File: src/rtl/fp_normalizer.sv
// fp_normalizer: post-add normalization stage for a single-precision FP adder.
// Accepts the adder's raw sign/exponent/25-bit mantissa sum and renormalizes it:
// one right shift on carry-out, or iterative left shifts (one per cycle) after
// cancellation. Handles zero, overflow to infinity and flush-to-zero underflow,
// and presents a packed IEEE 754 word with flags {inexact, overflow, underflow, zero}.
// Build option: define FPN_ROUND_EN for round-to-nearest-even on the carry path;
// without it the bit dropped by the right shift is truncated.
module fp_normalizer #(
    parameter int EXP_W  = 8,
    parameter int FRAC_W = 23
) (
    input  logic                     clk,
    input  logic                     rst,
    input  logic                     in_valid,
    output logic                     in_ready,
    input  logic                     in_sign,
    input  logic [EXP_W-1:0]         in_exp,
    input  logic [FRAC_W+1:0]        in_mant,
    output logic                     out_valid,
    input  logic                     out_ready,
    output logic [EXP_W+FRAC_W:0]    out_result,
    output logic [3:0]               out_flags
);

    localparam int MANT_W = FRAC_W + 2;
    localparam int RES_W  = 1 + EXP_W + FRAC_W;
    localparam int CNT_W  = $clog2(FRAC_W + 1);

    localparam logic [EXP_W-1:0]  EXP_ONES = '1;
    localparam logic [EXP_W-1:0]  EXP_ZERO = '0;
    localparam logic [FRAC_W-1:0] FRAC_ZERO = '0;

    localparam logic [3:0] F_ZERO = 4'b0001;
    localparam logic [3:0] F_UNF  = 4'b0010;
    localparam logic [3:0] F_OVF  = 4'b0100;
    localparam logic [3:0] F_INX  = 4'b1000;

    typedef enum logic [1:0] {IDLE, SHIFT, DONE} state_t;

    state_t state, state_nx;

    // Working operands carried through the left-shift loop (carry bit is
    // always clear once we are shifting left, so it is not kept).
    logic              sign_r;
    logic [EXP_W-1:0]  exp_r;
    logic [FRAC_W:0]   mant_r;
    logic [CNT_W-1:0]  cnt;

    logic              accept;
    logic              round_up;
    logic [FRAC_W:0]   frac_sum;
    logic [EXP_W:0]    carry_exp;
    logic [RES_W-1:0]  cls_result;
    logic [3:0]        cls_flags;
    logic              cls_shift;

    logic [FRAC_W:0]   sh_mant;
    logic [EXP_W-1:0]  sh_exp;
    logic              sh_flush;
    logic              sh_norm;

    function automatic logic [RES_W-1:0] pack(input logic s,
                                              input logic [EXP_W-1:0] e,
                                              input logic [FRAC_W-1:0] f);
        return {s, e, f};
    endfunction

    assign in_ready  = (state == IDLE) && !rst;
    assign out_valid = (state == DONE);
    assign accept    = in_valid && in_ready;

    // Single-cycle classification of the incoming raw sum, in priority order.
    always_comb begin
        cls_result = '0;
        cls_flags  = '0;
        cls_shift  = 1'b0;
`ifdef FPN_ROUND_EN
        // Guard is the bit shifted out, lsb is the bit that becomes frac[0].
        round_up = in_mant[0] & in_mant[1];
`else
        round_up = 1'b0;
`endif
        frac_sum  = {1'b0, in_mant[FRAC_W:1]} + {{FRAC_W{1'b0}}, round_up};
        // A fraction rounding out of all-ones bumps the exponent a second time.
        carry_exp = {1'b0, in_exp} + (EXP_W+1)'(1) + {{EXP_W{1'b0}}, frac_sum[FRAC_W]};

        if (in_exp == EXP_ONES) begin
            cls_result = pack(in_sign, EXP_ONES, FRAC_ZERO);
            cls_flags  = F_OVF;
        end else if (in_mant == '0) begin
            cls_result = '0;
            cls_flags  = F_ZERO;
        end else if (in_mant[MANT_W-1]) begin
            if (carry_exp >= {1'b0, EXP_ONES}) begin
                cls_result = pack(in_sign, EXP_ONES, FRAC_ZERO);
                cls_flags  = F_OVF;
            end else begin
                cls_result = pack(in_sign, carry_exp[EXP_W-1:0], frac_sum[FRAC_W-1:0]);
            end
            if (in_mant[0]) begin
                cls_flags = cls_flags | F_INX;
            end
        end else if (in_mant[FRAC_W]) begin
            cls_result = pack(in_sign, in_exp, in_mant[FRAC_W-1:0]);
        end else if (in_exp == EXP_ZERO) begin
            cls_result = pack(in_sign, EXP_ZERO, FRAC_ZERO);
            cls_flags  = F_UNF | F_INX;
        end else begin
            cls_shift = 1'b1;
        end
    end

    // One left-shift step; the step either flushes, normalizes or repeats.
    always_comb begin
        sh_mant  = mant_r << 1;
        sh_exp   = exp_r - EXP_W'(1);
        sh_flush = (sh_exp == EXP_ZERO);
        sh_norm  = sh_mant[FRAC_W];
    end

    // State register.
    always_ff @(posedge clk) begin
        if (rst) begin
            state <= IDLE;
        end else begin
            state <= state_nx;
        end
    end

    // Next-state logic.
    always_comb begin
        state_nx = state;
        case (state)
            IDLE: begin
                if (accept) begin
                    state_nx = cls_shift ? SHIFT : DONE;
                end
            end
            SHIFT: begin
                if (sh_flush || sh_norm) begin
                    state_nx = DONE;
                end
            end
            DONE: begin
                if (out_ready) begin
                    state_nx = IDLE;
                end
            end
            default: state_nx = IDLE;
        endcase
    end

    // Working operand registers: loaded on accept, stepped while shifting.
    always_ff @(posedge clk) begin
        if (state == IDLE && accept) begin
            sign_r <= in_sign;
            exp_r  <= in_exp;
            mant_r <= in_mant[FRAC_W:0];
        end else if (state == SHIFT) begin
            exp_r  <= sh_exp;
            mant_r <= sh_mant;
        end
    end

    // Output word, flags and shift counter; written on DONE entry only.
    always_ff @(posedge clk) begin
        if (rst) begin
            out_result <= '0;
            out_flags  <= '0;
            cnt        <= '0;
        end else begin
            case (state)
                IDLE: begin
                    if (accept) begin
                        cnt <= '0;
                        if (!cls_shift) begin
                            out_result <= cls_result;
                            out_flags  <= cls_flags;
                        end
                    end
                end
                SHIFT: begin
                    cnt <= cnt + CNT_W'(1);
                    if (sh_flush) begin
                        out_result <= pack(sign_r, EXP_ZERO, FRAC_ZERO);
                        out_flags  <= F_UNF | F_INX;
                    end else if (sh_norm) begin
                        out_result <= pack(sign_r, sh_exp, sh_mant[FRAC_W-1:0]);
                        out_flags  <= '0;
                    end
                end
                DONE: begin
                    if (out_ready) begin
                        out_flags <= '0;
                    end
                end
                default: ;
            endcase
        end
    end

endmodule

File: config.mk
export PLATFORM = sky130hd
export DESIGN_NAME = fp_normalizer
export DESIGN_NICKNAME = d
export VERILOG_FILES = /design/src/rtl/fp_normalizer.sv
export SDC_FILE = /design/constraint.sdc
export NUM_CORES = 1
export LEC_CHECK = 0
export CAP_MARGIN = 0
export CORE_ASPECT_RATIO = 0.6
export CORE_MARGIN = 5
export CORE_UTILIZATION = 58
export CTS_CLUSTER_SIZE = 14
export DETAILED_ROUTE_END_ITERATION = 10
export DONT_BUFFER_PORTS = 1
export PLACE_DENSITY = 0.76
export SLEW_MARGIN = 5
export SYNTH_ARGS = -nofsm -noshare
export SYNTH_HDL_FRONTEND = slang
export SYNTH_SLANG_ARGS = --single-unit
File: constraint.sdc
create_clock -name clk -period 2.4 [get_ports clk]
set_clock_uncertainty 0.05 [all_clocks]
set_input_delay 0.6 -clock clk [delete_from_list [all_inputs] [get_ports clk]]
set_output_delay 0.6 -clock clk [all_outputs]
set_load 0.02 [all_outputs]
==> results of run 1 <==
flip-flops by register name, indices dropped and copies added, names as in the netlist:
name / cells
out_result: 32
mant_r: 23
exp_r: 8
out_flags: 4
state: 2
sign_r: 1
power breakdown:
group / switching, mW / total (mW) / leakage [nW] / internal, mW
Combinational: 0.929 / 1.62 / 1.23 / 0.693
Sequential: 0.336 / 1.91 / 0.610 / 1.58
Clock: 0.501 / 1.30 / 0.137 / 0.802
Total: 1.77 / 4.84 / 1.98 / 3.07
cell families (layout without fill, tap and decap cells):
family,count (synthesis),count (layout),synth area share
simple gates,179,179,0.209
buf+inv,51,81,0.0627
flops,70,70,0.392
compound gates,141,141,0.283
xor+xnor,9,9,0.0179
fa+ha+maj,9,9,0.0256
mux,4,4,0.00940
layout by cell type, fill, tap and decap left out, types with 3 or more instances in the layout:
cell type / count
sky130_fd_sc_hd__a211oi_1: 5
sky130_fd_sc_hd__a211oi_2: 22
sky130_fd_sc_hd__a21oi_1: 49
sky130_fd_sc_hd__a221oi_2: 19
sky130_fd_sc_hd__a31oi_1: 4
sky130_fd_sc_hd__and2_1: 3
sky130_fd_sc_hd__and3_1: 24
sky130_fd_sc_hd__buf_12: 7
sky130_fd_sc_hd__buf_4: 43
sky130_fd_sc_hd__clkbuf_1: 3
sky130_fd_sc_hd__clkbuf_16: 10
sky130_fd_sc_hd__dfxtp_1: 38
sky130_fd_sc_hd__edfxtp_1: 32
sky130_fd_sc_hd__ha_1: 8
sky130_fd_sc_hd__inv_1: 11
sky130_fd_sc_hd__mux2i_1: 3
sky130_fd_sc_hd__nand2_1: 85
sky130_fd_sc_hd__nand3_1: 6
sky130_fd_sc_hd__nand4_1: 6
sky130_fd_sc_hd__nor2_1: 16
sky130_fd_sc_hd__nor2_4: 3
sky130_fd_sc_hd__nor3_1: 6
sky130_fd_sc_hd__nor4_1: 8
sky130_fd_sc_hd__o2111ai_1: 4
sky130_fd_sc_hd__o21ai_0: 6
sky130_fd_sc_hd__o21ai_1: 3
sky130_fd_sc_hd__xnor2_1: 4
cell type report:
type,instances,area [um^2]
clock buffers,12,236
clock inverters,4,47.5
repair buffers,52,499
multi-input cells,342,2520
well taps,104,130
flip-flops and latches,70,1720
inverters,13,48.8
fillers,572,2130
worst register-to-register path: stages, from the launching register on:
cell and delay [ps]:
sky130_fd_sc_hd__edfxtp_1 430, sky130_fd_sc_hd__buf_4 170, sky130_fd_sc_hd__or4_4 580, sky130_fd_sc_hd__and4b_4 240, sky130_fd_sc_hd__a21oi_4 300, sky130_fd_sc_hd__clkbuf_16 240
sky130_fd_sc_hd__a221oi_2 90, sky130_fd_sc_hd__a211oi_2 220
stage by stage:
stage | cell area (um^2) | instances
3_5_place_dp | 4740 | 577
3_3_place_gp | 4740 | 577
4_1_cts | 5070 | 594
5_1_grt | 5200 | 597
6_report | 5200 | 597
2_1_floorplan | 4390 | 463
metal layers:
layer | part of all wire | global-route usage | vias up
met2 | 0.42 | 0.409 | 283
met4 | 0.011 | 0.0514 | 0
met5 | 0 | 0 | -
met1 | 0.43 | 0.421 | 1918
met3 | 0.14 | 0.112 | 21
li1 | - | - | 1788
repair_timing:
item	CTS	global route
endpoints found under the hold margin	0	0
setup buffers	1	3
endpoints found under the setup margin	26	36
gates cloned	0	1
pin swaps	0	7
hold buffers	0	0
gates resized for setup	3	17
worst max-delay path by stage:
stage                     endpoint  slack [ps]  depth (start not counted)
floorplan                 exp_r[0]          20                          6
global placement     out_result[9]        -150                          9
detailed placement  out_result[10]        -170                          9
CTS                  out_result[7]          -2                          9
global route        out_result[23]          -4                          7
finish               out_result[9]           9                          7
==> results.md, run 1 <==
* Post-layout power at 4.84 mW
* Power density over cell area at ~930 nW/um^2
* Cell area after synthesis at 4390 um^2
* Via-per-instance ratio at 6.72
* Cell with the largest stage delay on the worst path: sky130_fd_sc_hd__or4_4
* Number of buffers inserted by port buffering at 0
* Overall die width at ~120 um
* Total Nets Final at approximately 540
* Register-to-register path setup slack at 9 ps
* Tot GR Track Use at 0.288
* Minimum period implied by the final worst setup slack at 2390 ps
* Worst reg2reg path startpoint: exp_r[1]
* Leakage power figure at ~2 nW
* Final setup violation count at 0
* Mean cell area of the mapped netlist at 9.49 um^2
* Worst-path cell chain: buf_4 > or4_4 > and4b_4 > a21oi_4 > clkbuf_16 > a221oi_2 > a211oi_2
* Crit path required time at 2600 ps
* Synth async-reset ratio at 0
* CTS clock-pin slew for the worst setup and hold paths at about 60 ps
* Worst hold slack at 290 ps
* First-pass GRT wire length at between 20000 and 25000 um
* Outcome: complete, no violations
* List of most frequent post-synthesis cells: 86 x sky130_fd_sc_hd__nand2_1, 49 x sky130_fd_sc_hd__a21oi_1, 38 x sky130_fd_sc_hd__dfxtp_1
* Post-synthesis cell count at ~460
* CP startpoint kind: flop
* Number of synthesized register bits at 70
* Area leader, netlist: sky130_fd_sc_hd__edfxtp_1
* Synth top area share at 0.219
* Final core area utilization at 0.710
* EDFF count, synth at 32
* Largest net degree at the start of global routing at 44
* Number of CTS-inserted buffers at 9
* Total congestion overflow after global routing at 0
* Max frequency at about 0.42 GHz
* H-tree levels at 3
* Master cell of the clock root buffer: sky130_fd_sc_hd__clkbuf_16
* Via count at approximately 4.0k
* RR Endpoint: out_result[9]
* Count of inserted antenna diode cells at 0
* Critical Setup Path Class: flop to flop
* Row Count at 24
* Worst path setup slack after routing at about 8.7 ps
* Synth unique cells at 68
* Worst Tran Pin Value at a little over 500 ps
* Iter 0 DRT Violations at 571
* Aggregate routed wire length at about 14000 um
* Total nets after synthesis at 510
* Initial core utilization at 0.599
* Portion of the post-synthesis area used by sequential elements at 0.392
* Startpoint of the most critical hold path: rst
* Top Ports at 76
* Kind of cell with the highest combined delay on the critical path: simple AND/OR/NAND/NOR gates
* Vias in the first global route at ~3.8k
* Final Wtd Congestion at a little over 0.9
* Launching element of the worst setup path: exp_r[1]
* Overall die area at 9470 um^2
* Sinks on Clock Net at 70
* Clock tree from TritonCTS: done
* Aggregate negative setup slack at 0 ps
* Remaining antenna violation count at 0
* Core region area at 7330 um^2
* Critical Path AT at approximately 2600 ps
* Share of layout cells above drive strength 1 at 0.274
* Endpoint of the worst hold path: out_result[1]
* Peak VDD IR at 0.000564 V
* Maximum clock path buffer count at 2
* Period utilization at 0.996
* Worst min-delay path category: primary input to flop
* Number of antenna violations at the first check in global routing at 0
* Bufs and invs on worst path at 2
* Ranking of synthesized cells by area: sky130_fd_sc_hd__edfxtp_1 22%, sky130_fd_sc_hd__dfxtp_1 17%, sky130_fd_sc_hd__nand2_1 7.4%
* Routed wirelength normalized by instance count at about 23 um
* DP Wirelength at 9680 um
* Final-report max-slew violation count at 0
* Most common cell in the synthesized netlist: sky130_fd_sc_hd__nand2_1
* Total of max-cap violations at 0
* Predominant post-synthesis flop cell: sky130_fd_sc_hd__dfxtp_1
* Syn-to-layout area delta at 18.4%
* Number of cells traversed by the worst register-to-register path at 7
* Die Y-Extent at 77.4 um
* Max-Slew Margin vs Limit at 0.654
* Hold Fails Final Rpt at 0
* Worst setup timing slack at the placement stage at -171 ps
* Drc violations at 0
* DR pass1 iterations at 5
* Critical path capture point type: flop
* Max stage delay on crit path at ~570 ps
* Cell depth of the worst min-delay path at 1
* Yosys warning total at 0
* Clk Latency, worst-skew pair at approximately 330 ps
* Worst Path Max Fanout at 7
Note: power is estimated with default switching activity, not from simulation.
==> run 2: changes to the inputs <==
Settings changed: CORE_MARGIN 5 to 4.
==> results.md, run 2 (synthesis gave the netlist of run 1 again) <==
* Outcome: complete, no violations (unchanged)
* Number of buffers inserted by port buffering at 0 (unchanged)
* Master cell of the clock root buffer: sky130_fd_sc_hd__clkbuf_16 (unchanged)
* Total of max-cap violations at 0 (unchanged)
* DR pass1 iterations at 5 (unchanged)
* Die Y-Extent at 75.4 um (was 77.4 um)
* Largest registers: out_result (32), mant_r (23), exp_r (8) (unchanged)
* Final-report max-slew violation count at 0 (unchanged)
* Worst setup timing slack at the placement stage at -138 ps (was -171 ps)
* Worst hold slack at 280 ps (was 290 ps)
* Most frequent standard cell in the layout excluding fill and tap cells: sky130_fd_sc_hd__nand2_1 (unchanged)
* Clk Latency, worst-skew pair at 340 ps (was 330 ps)
* Multi-input combinational cell area at 2470 um^2 (was 2520 um^2)
* Cell-internal power at 3.12 mW (was 3.07 mW)
* Count of inserted antenna diode cells at 0 (unchanged)
* Final non-filler cell area at 5140 um^2 (was 5200 um^2)
* Remaining antenna violation count at 0 (unchanged)
* Total Nets Final at 534 (was 535)
* Switching share of power at 0.361 (was 0.365)
* Share of layout cells above drive strength 1 at 0.270 (was 0.274)
* Max frequency at 0.428 GHz (was 0.418 GHz)
* Power density over cell area at 950 nW/um^2 (was 930 nW/um^2)
* Number of CTS-inserted buffers at 9 (unchanged)
* Row Count at 24 (unchanged)
* Routed wirelength normalized by instance count at 22.4 um (was 22.9 um)
* Hold Fails Final Rpt at 0 (unchanged)
* Max-Slew Margin vs Limit at 0.665 (was 0.654)
* Post-layout power at 4.89 mW (was 4.84 mW)
* Vias in the first global route at 3683 (was 3780)
* Part of the total power dissipated in sequential elements at 0.389 (was 0.395)
* Via-per-instance ratio at 6.63 (was 6.72)
* Number of antenna violations at the first check in global routing at 0 (unchanged)
* Aggregate routed wire length at 13300 um (was 13600 um)
* Most frequent cells in the layout: 85 x sky130_fd_sc_hd__nand2_1, 49 x sky130_fd_sc_hd__a21oi_1, 45 x sky130_fd_sc_hd__buf_4 (was 85 x sky130_fd_sc_hd__nand2_1, 49 x sky130_fd_sc_hd__a21oi_1, 43 x sky130_fd_sc_hd__buf_4)
* Via count at 3949 (was 4010)
* Crit path to: out_result[30] (was out_result[9])
* Tot GR Track Use at 0.299 (was 0.288)
* Overall die area at 9070 um^2 (was 9470 um^2)
* Worst Path Max Fanout at 5 (was 7)
* Power dissipated by switching net loads at 1.77 mW (about the same)
* Hold buffers post-CTS at 0 (unchanged)
* DP Wirelength at 9340 um (was 9680 um)
* Leakage power figure at 1.96 nW (was 1.98 nW)
* Worst path setup slack after routing at 62.0 ps (was 8.67 ps)
* Launching element of the worst setup path: exp_r[1] (unchanged)
* Worst reg2reg path startpoint: exp_r[1] (unchanged)
* Instance area after placement at 4740 um^2 (unchanged)
* Crit path required time at 2620 ps (was 2600 ps)
* Critical path capture point type: flop (unchanged)
* Final setup violation count at 0 (unchanged)
* Register-to-register path setup slack at 60 ps (was 9 ps)
* Period utilization at 0.974 (was 0.996)
* Syn-to-layout area delta at 17.1% (was 18.4%)
* Iter 0 DRT Violations at 358 (was 571)
* Sinks on Clock Net at 70 (unchanged)
* Overall die width at 120 um (was 122 um)
* Final Wtd Congestion at 0.906 (was 0.919)
* RR Endpoint: out_result[30] (was out_result[9])
* CP startpoint kind: flop (unchanged)
* First-pass GRT wire length at 20700 um (was 21300 um)
* Share of total power in the clock network at 0.285 (was 0.269)
* Clock tree from TritonCTS: done (unchanged)
* Critical Setup Path Class: flop to flop (unchanged)
* Worst min-delay path category: primary input to flop (unchanged)
* Critical Path AT at 2560 ps (was 2590 ps)
* Number of cells traversed by the worst register-to-register path at 7 (unchanged)
* Flip-flop count of the largest register after layout at 32 (unchanged)
* Total congestion overflow after global routing at 0 (unchanged)
* Peak VDD IR at 0.000471 V (was 0.000564 V)
* Aggregate negative setup slack at 0 ps (unchanged)
* Maximum clock path buffer count at 2 (unchanged)
* H-tree levels at 3 (unchanged)
* Minimum period implied by the final worst setup slack at 2340 ps (was 2390 ps)
* Most flop-heavy register: out_result (unchanged)
* Largest net degree at the start of global routing at 44 (unchanged)
* Initial core utilization at 0.602 (was 0.599)
* Area taken by flip-flops and latches at 1720 um^2 (unchanged)
* Core region area at 7300 um^2 (was 7330 um^2)
* Worst Tran Pin Value at 489 ps (was 519 ps)
* Top Ports at 76 (unchanged)
* Drc violations at 0 (unchanged)
* CTS clock-pin slew for the worst setup and hold paths at 60 ps (about the same)
* Count of filler cells inserted in the layout at 575 (was 572)
* Comb pwr share at 0.325 (was 0.335)
## run 2: changes by cell type in the layout (fill, tap and decap cells not counted), moves of 2 or more
| cell | delta |
|---|---|
| sky130_fd_sc_hd__buf_4 | +2 |
| sky130_fd_sc_hd__clkbuf_1 | -2 |
| sky130_fd_sc_hd__a221oi_2 | +2 |
| sky130_fd_sc_hd__a211oi_2 | -2 |
| sky130_fd_sc_hd__clkinv_4 | +2 |
| sky130_fd_sc_hd__a211oi_1 | +2 |
## run 2: area by class of cell
class / instances / share of cell area
clock buffer: 11 / 0.0494
clock inverter: 5 / 0.0110
inverter: 13 / 0.00949
multi-input combinational: 342 / 0.481
sequential: 70 / 0.335
tap: 104 / 0.0253
timing repair buffer: 51 / 0.0891
## run 2: layer usage
metal | vias to the layer above | GRT usage | wire length (um)
met5 | - | 0 | 0
met4 | 0 | 0.0704 | 117
met3 | 17 | 0.103 | 1740
met2 | 260 | 0.453 | 5730
met1 | 1875 | 0.419 | 5760
li1 | 1797 | - | -
## run 2: power by group through the flow
stage,Clock (mW),Combinational (mW),Sequential (mW)
after floorplan,0,1.07,1.85
after global placement,0,1.44,1.90
after detailed placement,0,1.50,1.91
after CTS,1.40,1.52,1.89
after global routing,1.46,1.72,1.93
final,1.39,1.59,1.90
## run 2: through the flow
stage,util,instances
2_1_floorplan,-,463
3_3_place_gp,0.650,577
3_5_place_dp,0.650,577
4_1_cts,0.694,593
5_1_grt,0.705,596
6_report,0.705,596
## run 2: worst min path at each step
| stage | cells after the start | to | from | slack, ps |
|---|---|---|---|---|
| finish | 1 | out_result[5] | rst | 280 |
| global route | 1 | out_result[9] | rst | 250 |
| CTS | 1 | out_result[6] | rst | 270 |
| detailed placement | 2 | state[1] | state[1] | 490 |
| global placement | 2 | state[1] | state[1] | 470 |
| floorplan | 2 | state[1] | state[1] | 460 |
## run 2: what timing repair did
item                                    4_1_cts  5_1_grt
buffers inserted                              0        3
resized for setup                             2       11
endpoints found under the setup margin       36       36
pin swaps                                     0        4
cloned                                        0        0
## run 2: worst max-delay path: stages, from the launching register on
cell                       delay, ps
sky130_fd_sc_hd__edfxtp_1        410
sky130_fd_sc_hd__buf_4           160
sky130_fd_sc_hd__or4_4           570
sky130_fd_sc_hd__nor4_1          280
sky130_fd_sc_hd__xnor2_1         180
sky130_fd_sc_hd__a221oi_2        420
sky130_fd_sc_hd__nand3_1         110
sky130_fd_sc_hd__o21ai_1          80
